`src/rtl/ahb_cmd_master.sv`:
```
// AHB-lite style command master: queues local read/write commands in a small FIFO
// and issues them as pipelined address/data-phase transfers, returning read data on a strobe.
module ahb_cmd_master #(
    parameter int ADDR_WIDTH = 4,
    parameter int WORD_WIDTH = 8,
    parameter int FIFO_DEPTH = 4
) (
    input  logic                  hclk,
    input  logic                  hresetn,
    input  logic                  cmd_valid,
    output logic                  cmd_ready,
    input  logic                  cmd_write,
    input  logic [ADDR_WIDTH-1:0] cmd_addr,
    input  logic [WORD_WIDTH-1:0] cmd_wdata,
    output logic [ADDR_WIDTH-1:0] haddr,
    output logic                  hwrite,
    output logic [1:0]            htrans,
    output logic [WORD_WIDTH-1:0] hwdata,
    input  logic [WORD_WIDTH-1:0] hrdata,
    input  logic                  hready,
    output logic                  rsp_valid,
    output logic [WORD_WIDTH-1:0] rsp_rdata,
    output logic [ADDR_WIDTH-1:0] rsp_addr,
    output logic                  busy
);

    // Command port: a command is taken on any edge where cmd_valid && cmd_ready;
    // cmd_ready depends only on FIFO fullness, never on cmd_valid or hready.

    localparam int PTR_W = (FIFO_DEPTH > 1) ? $clog2(FIFO_DEPTH) : 1;
    localparam int CNT_W = $clog2(FIFO_DEPTH) + 1;
    localparam int CMD_W = 1 + ADDR_WIDTH + WORD_WIDTH;
    localparam logic [CNT_W-1:0] DEPTH_CNT = CNT_W'(FIFO_DEPTH);
    localparam logic [1:0] HTRANS_IDLE   = 2'b00;
    localparam logic [1:0] HTRANS_NONSEQ = 2'b10;

    typedef enum logic [1:0] {
        ST_IDLE  = 2'd0,
        ST_RUN   = 2'd1,
        ST_DRAIN = 2'd2
    } state_t;

    state_t state;
    state_t state_next;

    logic [CMD_W-1:0]      fifo_mem [FIFO_DEPTH];
    logic [PTR_W-1:0]      wptr;
    logic [PTR_W-1:0]      rptr;
    logic [CNT_W-1:0]      count;
    logic                  full;
    logic                  empty;
    logic                  push;
    logic                  pop;

    logic                  head_write;
    logic [ADDR_WIDTH-1:0] head_addr;
    logic [WORD_WIDTH-1:0] head_wdata;

    logic                  ap_valid;
    logic [WORD_WIDTH-1:0] ap_wdata;
    logic                  dp_valid;
    logic                  dp_write;
    logic [ADDR_WIDTH-1:0] dp_addr;

    assign full      = (count == DEPTH_CNT);
    assign empty     = (count == '0);
    assign cmd_ready = !full;
    assign push      = cmd_valid && !full;
    assign {head_write, head_addr, head_wdata} = fifo_mem[rptr];

    assign ap_valid = (state == ST_RUN);
    assign busy     = !empty || ap_valid || dp_valid;

    always_ff @(posedge hclk) begin
        if (push) begin
            fifo_mem[wptr] <= {cmd_write, cmd_addr, cmd_wdata};
        end
    end

    always_ff @(posedge hclk or negedge hresetn) begin
        if (!hresetn) begin
            wptr  <= '0;
            rptr  <= '0;
            count <= '0;
        end else begin
            if (push) wptr <= wptr + PTR_W'(1);
            if (pop)  rptr <= rptr + PTR_W'(1);
            case ({push, pop})
                2'b10:   count <= count + CNT_W'(1);
                2'b01:   count <= count - CNT_W'(1);
                default: count <= count;
            endcase
        end
    end

    always_ff @(posedge hclk or negedge hresetn) begin
        if (!hresetn) begin
            state <= ST_IDLE;
        end else begin
            state <= state_next;
        end
    end

    // The whole pipeline advances only when the slave signals hready.
    always_comb begin
        state_next = state;
        pop        = 1'b0;
        if (hready) begin
            pop = !empty;
            if (!empty) begin
                state_next = ST_RUN;
            end else if (state == ST_RUN) begin
                state_next = ST_DRAIN;
            end else begin
                state_next = ST_IDLE;
            end
        end
    end

    // haddr/hwrite are the address-phase registers; hwdata is the data-phase write data.
    always_ff @(posedge hclk or negedge hresetn) begin
        if (!hresetn) begin
            haddr     <= '0;
            hwrite    <= 1'b0;
            htrans    <= HTRANS_IDLE;
            ap_wdata  <= '0;
            dp_valid  <= 1'b0;
            dp_write  <= 1'b0;
            dp_addr   <= '0;
            hwdata    <= '0;
            rsp_valid <= 1'b0;
            rsp_rdata <= '0;
            rsp_addr  <= '0;
        end else begin
            rsp_valid <= 1'b0;
            if (hready) begin
                if (dp_valid && !dp_write) begin
                    rsp_valid <= 1'b1;
                    rsp_rdata <= hrdata;
                    rsp_addr  <= dp_addr;
                end
                dp_valid <= ap_valid;
                dp_write <= hwrite;
                dp_addr  <= haddr;
                if (ap_valid && hwrite) begin
                    hwdata <= ap_wdata;
                end
                if (pop) begin
                    haddr    <= head_addr;
                    hwrite   <= head_write;
                    ap_wdata <= head_wdata;
                    htrans   <= HTRANS_NONSEQ;
                end else begin
                    hwrite <= 1'b0;
                    htrans <= HTRANS_IDLE;
                end
            end
        end
    end

endmodule

```
`config.mk`:
```
export PLATFORM = sky130hd
export DESIGN_NAME = ahb_cmd_master
export DESIGN_NICKNAME = d
export VERILOG_FILES = /design/src/rtl/ahb_cmd_master.sv
export SDC_FILE = /design/constraint.sdc
export NUM_CORES = 1
export LEC_CHECK = 0
export ABC_AREA = 1
export BUFFER_PORTS_ARGS = -buffer_cell sky130_fd_sc_hd__buf_2
export CAP_MARGIN = 20
export CORE_ASPECT_RATIO = 1.25
export CORE_UTILIZATION = 57
export DETAILED_ROUTE_END_ITERATION = 10
export PLACE_DENSITY = 0.79
export SYNTH_ARGS = -nofsm -noshare
export SYNTH_HDL_FRONTEND = slang
export SYNTH_SLANG_ARGS = --single-unit
export TNS_END_PERCENT = 5
```
`constraint.sdc`:
```
create_clock -name hclk -period 2.05 [get_ports hclk]
set_input_delay 0 -clock hclk [delete_from_list [all_inputs] [get_ports hclk]]
set_output_delay 0 -clock hclk [all_outputs]
set_load 0.01 [all_outputs]
```
==> impl_results.rst <==
.. list-table::
   :header-rows: 1

   * - Metric
     - Value
   * - First-pass GRT wire length
     - 12400 um
   * - HPWL Detailed
     - 4920 um
   * - Synthesized area per cell
     - 10.2 um2
   * - Proportion of power drawn by combinational gates
     - 34.7%
   * - Power share of the clock group
     - 18.7%
   * - Crit Path Category
     - reg -> reg
   * - Async SR Flop Fraction
     - 49.0%
   * - Final worst-path cycle share
     - 91.8%
   * - Root buffer cell
     - clkbuf_8
   * - Number of buffers added on ports
     - 53
   * - Number of failing hold endpoints at the final stage
     - 0
   * - Number of nets in the layout
     - 539
   * - Number of register bits inferred by synthesis
     - 102
   * - Highest net fanout along the worst path
     - 7
   * - Arrival time at the worst endpoint
     - 2.13 ns
   * - Crit start category
     - flip-flop
   * - Gate Count Post-Synth
     - 426
   * - Crit path capture type
     - flip-flop
   * - Kind of path behind the tightest hold check
     - in -> async
   * - Grt ovf
     - 0
   * - Clock tree from TritonCTS
     - built
   * - Launch point of the critical path
     - count[1]$_DFFE_PN0P_
   * - Total Negative Setup Slacks
     - 0 ns
   * - Count of final max-slew check failures
     - 0
   * - Residual antenna-violating net count after detailed routing
     - 0
   * - Standard cell core area
     - 7400 um2
   * - Share of post-route cells with drive strength above 1
     - 19.1%
   * - Unrepaired setup endpoints after global routing
     - false
   * - Routing layer with the top usage in global route
     - met2
   * - Initial detailed-routing violation count
     - 164
   * - Final wirelength
     - 7530 um
   * - Number of buffers inserted to repair setup after CTS
     - 0
   * - Sequential share of power
     - 46.6%
   * - Net count of the mapped netlist
     - 457
   * - Number of max-capacitance violations reported
     - 0
   * - Num rows
     - 35
   * - GR Layer Usage met2
     - 36.5%
   * - Run status
     - finished, final reports clean
   * - VDD IR max
     - 824 uV
   * - Startpoint of the lowest-slack register-to-register path
     - count[1]$_DFFE_PN0P_
   * - Clock network latency to the later pin of the worst-skew pair
     - 0.36 ns
   * - TritonCTS sink count
     - 102
   * - Post-DR wirelength/cell
     - 12.4 um
   * - Via count
     - 2892
   * - Total of fill cells in the finished design
     - 539
   * - Floorplan die height
     - 99.8 um
   * - Post-route core utilization
     - 69.3%
   * - Number of levels in the clock H-tree
     - 3
   * - Last weighted congestion value of the routability-driven placer
     - 0.683
   * - Required time reported for the critical path endpoint
     - 2.30 ns
   * - Leakage power summed over all cells
     - 2.54 nW
   * - CTS buffer count
     - 9
   * - Worst setup skew after layout
     - 0.00828 ns
   * - Antenna violations before repair
     - 0
   * - Count of cell types in the netlist
     - 28
   * - Largest net degree at the start of global routing
     - 51
   * - Antenna diode instance count
     - 0
   * - Number of remaining DRC errors
     - 0
   * - Horizontal die dimension
     - 80.3 um
   * - Power per unit of standard cell area
     - 1330 nW/um2
   * - Design area
     - 5130 um2
   * - Starting utilization of the core area
     - 59.0%
   * - Yosys Warn Count
     - 0
   * - Worst-case headroom to the max-slew limit
     - 59.4%
   * - Via count of the first global-routing pass
     - 2796
   * - Layout area overhead
     - 17.5%
   * - Global Route met3 Usage
     - 3.45%
   * - Largest buffer count on any clock path
     - 2
   * - Count of flip-flops with a built-in enable after synthesis
     - 52
   * - Seq/Total Area, Yosys
     - 64.5%
   * - DR pass1 iterations
     - 4
   * - Upper clock frequency limit
     - 0.531 GHz
   * - Net switching power figure
     - 2.51 mW
   * - Cell-internal power
     - 4.28 mW
   * - Top_reg_cell synth
     - edfxtp_1
   * - Cell Area, Placed
     - 4680 um2
   * - GRT met1 Usage
     - 24.7%
   * - Overall global routing resource usage
     - 20.8%
   * - Final setup viols
     - 0
   * - Syn Std Cell Area
     - 4360 um2
   * - Time the final worst path needs with I/O delays and setup
     - 1.88 ns
   * - Vias per inst
     - 4.78
   * - Clock-pin slew on the worst setup and hold paths
     - 0.09 ns
   * - Transition time of the tightest slew-check pin
     - 0.609 ns
   * - Post-CTS resize count
     - 0
   * - Sw Ratio
     - 37.0%
   * - I/O pins
     - 55
   * - Full die area
     - 8010 um2
-- final timing paths --
kind	end	slack [ns]	cells after the start
max	count[2]$_DFFE_PN0P_	0.17	9
max reg2reg	count[2]$_DFFE_PN0P_	0.17	9
min	rsp_addr[0]$_DFFE_PN0P_	0.26	3
min in group hclk	rsp_rdata[0]$_DFFE_PN0P_	0.38	4
min reg2reg	ap_wdata[7]$_DFFE_PN0P_	0.48	2
max in group asynchronous	ap_wdata[6]$_DFFE_PN0P_	1.38	3
-- logic make-up (layout without fill, tap and decap cells) --
kind of cell | after synthesis | count (layout) | synth area share [%]
buffers and inverters | 94 | 181 | 9.87
AND/OR/NAND/NOR | 195 | 195 | 19.8
adder cells (fa/ha/maj) | 6 | 6 | 1.89
AO/OA/AOI/OAI | 23 | 23 | 2.93
other | 1 | 1 | 0.0860
XOR/XNOR | 5 | 5 | 1.00
flip-flops | 102 | 102 | 64.5
-- cell usage after synthesis (2+ instances only) --
| cell | number | area (um2) |
|---|---|---|
| buf_6 | 5 | 56.3 |
| buf_2 | 6 | 30.0 |
| nand3_1 | 30 | 150 |
| nand2_2 | 9 | 56.3 |
| xnor2_1 | 2 | 17.5 |
| nand2_4 | 2 | 22.5 |
| o21ai_1 | 11 | 55.1 |
| edfxtp_1 | 52 | 1560 |
| nor2_1 | 4 | 15.0 |
| inv_4 | 2 | 12.5 |
| dfrtp_1 | 50 | 1250 |
| nand2_1 | 146 | 548 |
| buf_4 | 3 | 22.5 |
| o21ai_0 | 9 | 45.0 |
| inv_1 | 75 | 282 |
| xor2_1 | 3 | 26.3 |
| ha_1 | 5 | 62.6 |
| inv_2 | 2 | 7.51 |
-- final cells by class --
type | instances | area [um2] | area share (%)
Clock inverter | 7 | 81.3 | 1.59
Multi-Input combinational cell | 230 | 1120 | 21.8
Tap cell | 92 | 115 | 2.24
Inverter | 79 | 302 | 5.88
Sequential cell | 102 | 2810 | 54.9
Timing Repair Buffer | 86 | 573 | 11.2
Clock buffer | 9 | 124 | 2.42
-- cell usage in the layout (no fill, tap or decap), types with 3 or more instances in the layout --
master	synthesis	layout
dlygate4sd3_1	0	24
clkinvlp_4	0	3
nand2_1	146	146
buf_4	3	9
inv_1	75	75
nor2_1	4	4
o21ai_0	9	9
nand3_1	30	30
clkbuf_8	0	9
xor2_1	3	3
dfrtp_1	50	50
buf_2	6	53
nand2_2	9	9
o21ai_1	11	11
edfxtp_1	52	52
ha_1	5	5
-- worst max-delay path, stage by stage, from the launching register on --
cell     delay (ns)
dfrtp_1        0.43
nor2_4         0.19
nand2_2        0.11
nand2_4        0.11
ha_1           0.18
inv_1          0.07
fa_1           0.37
nand2_1        0.08
nand3_1        0.08
xor2_1         0.14
-- through the flow --
step                total power [mW]  worst slack (ns)  hold slack, ns  std cells
floorplan                       4.88             0.237          -0.296        426
global placement                5.43             0.218           0.137        565
detailed placement              5.54             0.160           0.138        565
CTS                             6.85             0.146           0.277        605
global route                    7.33           0.00535           0.335        605
finish                          6.80             0.167           0.260        605
-- flip-flops by register name (all words and copies together) (netlist names), 3 cells and up --
register	count
hwdata	8
ap_wdata	8
rsp_addr	4
count	3
fifo_mem	52
haddr	4
rsp_rdata	8
dp_addr	4
-- what timing repair did --
| item | CTS | global route |
|---|---|---|
| setup endpoints to repair | 0 | 1 |
| hold endpoints to repair | 115 | 0 |
| hold buffers | 24 | 0 |
-- power groups by stage --
stage | combinational [mW] | sequential, mW | clock (mW)
after floorplan | 1.61 | 3.27 | 0
after global placement | 2.25 | 3.19 | 0
after detailed placement | 2.33 | 3.21 | 0
after CTS | 2.38 | 3.17 | 1.30
after global routing | 2.70 | 3.24 | 1.39
final | 2.36 | 3.17 | 1.27
-- routing by layer --
layer	vias up	part of all wire [%]
li1	1480	-
met1	1334	42
met2	71	52
met3	7	4.2
met4	0	1.4
met5	-	0
Note: power is estimated with default switching activity, not from simulation.
